$ cat config.mk
export PLATFORM = sky130hd
export DESIGN_NAME = regfile_wb_scheduler
export DESIGN_NICKNAME = d
export VERILOG_FILES = /design/src/rtl/regfile_wb_scheduler.sv
export SDC_FILE = /design/constraint.sdc
export NUM_CORES = 1
export LEC_CHECK = 0
export BUFFER_PORTS_ARGS = -buffer_cell sky130_fd_sc_hd__buf_2
export CAP_MARGIN = 0
export CORE_ASPECT_RATIO = 0.6
export CORE_MARGIN = 2
export CORE_UTILIZATION = 40
export DETAILED_ROUTE_END_ITERATION = 10
export PLACE_DENSITY_LB_ADDON = 0.15
export SETUP_SLACK_MARGIN = 0.2
export SLEW_MARGIN = 20
export SYNTH_ARGS = -nofsm -noshare
export SYNTH_HDL_FRONTEND = slang
export SYNTH_SLANG_ARGS = --single-unit
export TNS_END_PERCENT = 5
$ cat constraint.sdc
create_clock -name clk -period 7.4 [get_ports clk]
set_input_delay 1.48 -clock clk [delete_from_list [all_inputs] [get_ports clk]]
set_output_delay 1.48 -clock clk [all_outputs]
set_load 0.02 [all_outputs]
$ cat src/rtl/regfile_wb_scheduler.sv
// Writeback scheduler: round-robin arbitration of two writeback ports onto the single
// register-file write port, plus a per-register busy scoreboard driving the issue stall.
module regfile_wb_scheduler #(
    parameter int ADDR_WIDTH = 5,
    parameter int DATA_WIDTH = 64
) (
    input  logic                         clk,
    input  logic                         rst_n,
    input  logic                         a_valid,
    output logic                         a_ready,
    input  logic [ADDR_WIDTH-1:0]        a_rd,
    input  logic [DATA_WIDTH-1:0]        a_data,
    input  logic                         b_valid,
    output logic                         b_ready,
    input  logic [ADDR_WIDTH-1:0]        b_rd,
    input  logic [DATA_WIDTH-1:0]        b_data,
    input  logic                         iss_valid,
    input  logic                         iss_has_rd,
    input  logic [ADDR_WIDTH-1:0]        iss_rs1,
    input  logic [ADDR_WIDTH-1:0]        iss_rs2,
    input  logic [ADDR_WIDTH-1:0]        iss_rd,
    output logic                         iss_stall,
    output logic                         rf_wen,
    output logic [ADDR_WIDTH-1:0]        rf_rd,
    output logic [DATA_WIDTH-1:0]        rf_data,
    output logic [(1<<ADDR_WIDTH)-1:0]   busy
);

    localparam int NREG = 1 << ADDR_WIDTH;

    typedef enum logic {
        PTR_A = 1'b0,
        PTR_B = 1'b1
    } ptr_e;

    ptr_e                  ptr_q, ptr_d;
    logic                  grant_a, grant_b, accept;
    logic [ADDR_WIDTH-1:0] sel_rd;
    logic [DATA_WIDTH-1:0] sel_data;

    logic                  wen_q, wen_d;
    logic [ADDR_WIDTH-1:0] rd_q, rd_d;
    logic [DATA_WIDTH-1:0] data_q, data_d;
    logic [NREG-1:0]       busy_q, busy_d;
    logic                  set_en;

    // Handshake: a write transfers in the cycle valid & ready are both high; ready is the
    // combinational grant, and an ungranted requester keeps rd/data stable until granted.
    always_comb begin
        grant_a = 1'b0;
        grant_b = 1'b0;
        ptr_d   = ptr_q;
        if (a_valid && b_valid) begin
            if (ptr_q == PTR_A) begin
                grant_a = 1'b1;
                ptr_d   = PTR_B;
            end else begin
                grant_b = 1'b1;
                ptr_d   = PTR_A;
            end
        end else begin
            grant_a = a_valid;
            grant_b = b_valid;
        end
    end

    assign a_ready  = grant_a;
    assign b_ready  = grant_b;
    assign accept   = grant_a | grant_b;
    assign sel_rd   = grant_a ? a_rd : b_rd;
    assign sel_data = grant_a ? a_data : b_data;

    // x0 writes are consumed but never assert the write enable.
    always_comb begin
        wen_d  = accept && (sel_rd != '0);
        rd_d   = rd_q;
        data_d = data_q;
        if (accept) begin
            rd_d   = sel_rd;
            data_d = sel_data;
        end
    end

    assign iss_stall = iss_valid & (busy_q[iss_rs1] | busy_q[iss_rs2] |
                                    (iss_has_rd & busy_q[iss_rd]));
    assign set_en    = iss_valid & iss_has_rd & ~iss_stall & (iss_rd != '0);

    // Clear on commit first so a same-cycle set of the same register wins.
    always_comb begin
        busy_d = busy_q;
        if (wen_q) begin
            busy_d[rd_q] = 1'b0;
        end
        if (set_en) begin
            busy_d[iss_rd] = 1'b1;
        end
        busy_d[0] = 1'b0;
    end

    always_ff @(posedge clk or negedge rst_n) begin
        if (!rst_n) begin
            ptr_q  <= PTR_A;
            wen_q  <= 1'b0;
            rd_q   <= '0;
            data_q <= '0;
            busy_q <= '0;
        end else begin
            ptr_q  <= ptr_d;
            wen_q  <= wen_d;
            rd_q   <= rd_d;
            data_q <= data_d;
            busy_q <= busy_d;
        end
    end

    assign rf_wen  = wen_q;
    assign rf_rd   = rd_q;
    assign rf_data = data_q;
    assign busy    = busy_q;

endmodule

==> out/qor.csv <==
stage;metric;value;unit
drt;drtIter0Drc;469;
sta;rsz0062_at_grt;no;
logic_synthesis;synth_edf_count;0;
logic_synthesis;synthArstFlopShare;1.000;
logic_synthesis;syn_nets;774;
floorplanning;num_io_pins;264;
drt;vias;6084;
clock_tree;clk_path_buf_depth;2;
flow_run;drv_cap;0;
logic_synthesis;synth_seq_cells;102;
final_layout;fin_area;7769;µm²
drt;routed_via_density;5.816;
logic_synthesis;synth_area_leader_cell;dfrtp_1;
logic_synthesis;avgSynthCellArea;9.871;µm²
clock_tree;cts_setup_buffers;0;
final_layout;final_core_util;0.5293;
logic_synthesis;synth_cell_types;52;
final_layout;final_cell_count_no_fill;1046;
clock_tree;cts_resized;0;
final_layout;diodes;0;
drt;wl;21060;µm
setup_path;cp_data_arrival_time;3760;ps
sta;finalMaxSlewViolations;0;
hold_path;hold_path_startpoint;ptr_q$_DFFE_PN0N_;
logic_synthesis;synthAdderAreaFrac;0;
setup_path;r2r_slack;4590;ps
clock_tree;cts.clk_slew.worst_paths;60;ps
logic_synthesis;synth_area;6071;µm²
drt;dr.pass1.iters;5;
sta;setup_violations;0;
global_route;grt_use_total;0.2607;
clock_tree;clock_latency;340;ps
sta;tns;0;ps
sta;fin_crit_sh;0.7087;
setup_path;reg2regPathDepth;6;
logic_synthesis;yosys_warnings;0;
logic_synthesis;syn_inst;615;
logic_synthesis;synth-compound-area-share;0.1707;
global_route;grt_pass1_wl;32980;µm
clock_tree;cts.sinks;102;
logic_synthesis;yosysMostFrequentCell;nor2_1;
setup_path;crit_path_end_kind;output pin;
drt;drcViolationCount;0;
power;leakagePower;0.003561;µW
logic_synthesis;synth_xor_area_frac;0.001443;
power;switching_share;0.4200;
drt;wire_per_inst;20.13;µm
power;p_switching;1109;µW
logic_synthesis;synthMuxAreaShare;0.2158;
global_route;grt_pass1_vias;6065;
logic_synthesis;seq_area_frac_synth;0.4204;
sta;worst_pin_slew;997.3;ps
sta;skew;9.529;ps
hold_path;holdPathEnd;ptr_q$_DFFE_PN0N_;
setup_path;timing.rr.end;busy[15]$_DFF_PN0_;
setup_path;critPathRequiredTime;5920;ps
final_layout;nFillCells;1346;
placement;gp_congestion;0.9326;
logic_synthesis;yosysTopAreaCellShare;0.4204;
logic_synthesis;yosys-top-cells-count;144 x nor2_1, 102 x dfrtp_1, 76 x o22ai_1;
sta;fin_crit;5245;ps
floorplanning;core_area;14680;µm²
final_layout;layout-drive-gt1-share;0.4410;
logic_synthesis;synthTopCellsByArea;dfrtp_1 42%, mux2_2 13%, nor2_1 8.9%;
setup_path;worstPathMaxFanout;32;
clock_tree;htreeDepth;3;
clock_tree;cts_tree;yes;
placement;hpwlAfterDp;15110;µm
status;status;finished, final reports clean;
placement;placed_area;7410;µm²
power;p_seq_frac;0.377;
final_layout;layout.nets;1004;
placement;placedCellCount;1032;
sta;relSlewSlack;0.3352;
final_layout;syn2layout_area_growth;27.97;%
power;vdd_ir_drop_max;0.0001292;V
setup_path;critPathKind;input port to output pin;
setup_path;crit_path_start_kind;input port;
clock_tree;holdBufCountCts;0;
global_route;grt.overflow.total;0;
global_route;antenna_found_initial;0;
setup_path;r2r_start;busy[19]$_DFF_PN0_;
floorplanning;die_w;163.0;µm
logic_synthesis;synthSimpleGateAreaFrac;0.1437;
placement;io_buffer_count;262;
clock_tree;root_buffer;clkbuf_16;
floorplanning;initial_utilization;0.4136;
power;p_comb_frac;0.405;
floorplanning;die_area;16210;µm²
global_route;grt_max_degree;74;
hold_path;hold_depth;1;
power;p_total;2641;µW
sta;max_freq;0.1907;GHz
sta;hold_viol;0;
power;clkPwrFrac;0.218;
floorplanning;rows;34;
logic_synthesis;synth_top_family_by_area;multiplexers;
power;internal_power;1532;µW
hold_path;hold_class;flop to flop;
logic_synthesis;synth_ff_type;dfrtp_1;
clock_tree;cts_inserted_buffers;9;
power;powerDensity;340.0;nW/µm²
drt;ant_nets;0;
floorplanning;die_height;99.43;µm
## power by group through the flow
stage / clock network [µW] / logic [µW] / registers, µW
after floorplan: 0 / 510 / 1090
after global placement: 0 / 1050 / 1000
after detailed placement: 0 / 1070 / 993
after CTS: 587 / 1070 / 984
after global routing: 608 / 1160 / 1010
final: 576 / 1070 / 996
## layout make-up
class                   count  area, µm²  share of cell area
inverters                   4      15.01            0.001933
clock inverters             4      120.1             0.01546
flip-flops and latches    102       2552              0.3286
clock buffers              10      239.0             0.03076
repair buffers            268       1359              0.1749
multi-input cells         460       3236              0.4165
well taps                 198      247.7             0.03189
## critical path, stage by stage
cell,delay (ps)
buf_2,210
mux4_4,660
o211ai_1,220
a32o_2,230
nand4_4,420
o21a_1,360
buf_2,160
## cells in the final DEF (no fill, tap or decap), types with 3 or more instances in the layout
cell type / count
nor2_1: 144
or3b_2: 5
mux4_2: 4
clkbuf_16: 9
mux2i_1: 28
nand2_1: 6
mux4_1: 3
a31oi_1: 4
mux2_2: 72
dfrtp_1: 102
o21ai_0: 33
buf_2: 261
bufinv_16: 4
buf_4: 7
o41ai_1: 30
nand3_1: 6
nor3_1: 4
nand3b_1: 9
o22ai_1: 76
inv_1: 4
## registers in the layout, summed over array words and instances, names as in the netlist
signal   count
ptr_q        1
busy        31
rf_wen       1
rf_rd        5
rf_data     64
## metrics by stage
| step | hold slack [ps] | worst slack (ps) |
|---|---|---|
| floorplan | 466.6 | 2766 |
| global placement | 507.1 | 2274 |
| detailed placement | 528.5 | 2188 |
| CTS | 537.4 | 2191 |
| global route | 582.8 | 2071 |
| finish | 533.6 | 2155 |
## cells by family after synthesis
group,count (synthesis)
multiplexers,109
AO/OA/AOI/OAI,156
AND/OR/NAND/NOR,193
buffers and inverters,53
XOR/XNOR,1
other,1
flip-flops,102
## per-layer routing
| metal | share of wire | vias to the layer above | routed length [µm] | global-route usage |
|---|---|---|---|---|
| li1 | - | 2768 | - | - |
| met1 | 0.45 | 2966 | 9570 | 0.3664 |
| met2 | 0.44 | 302 | 9290 | 0.3983 |
| met3 | 0.079 | 48 | 1671 | 0.06130 |
| met4 | 0.025 | 0 | 529 | 0.08713 |
| met5 | 0 | - | 0 | 0 |
## worst max path at each step
stage | startpoint | end | depth (start not counted)
2_1_floorplan | iss_rs1[0] | iss_stall | 8
3_3_place_gp | iss_rs1[0] | iss_stall | 8
3_5_place_dp | iss_rs1[2] | iss_stall | 7
4_1_cts | iss_rs1[2] | iss_stall | 7
5_1_grt | iss_rs1[2] | iss_stall | 7
6_report | iss_rs1[2] | iss_stall | 7
No activity file was read; power rests on OpenSTA's default activity.
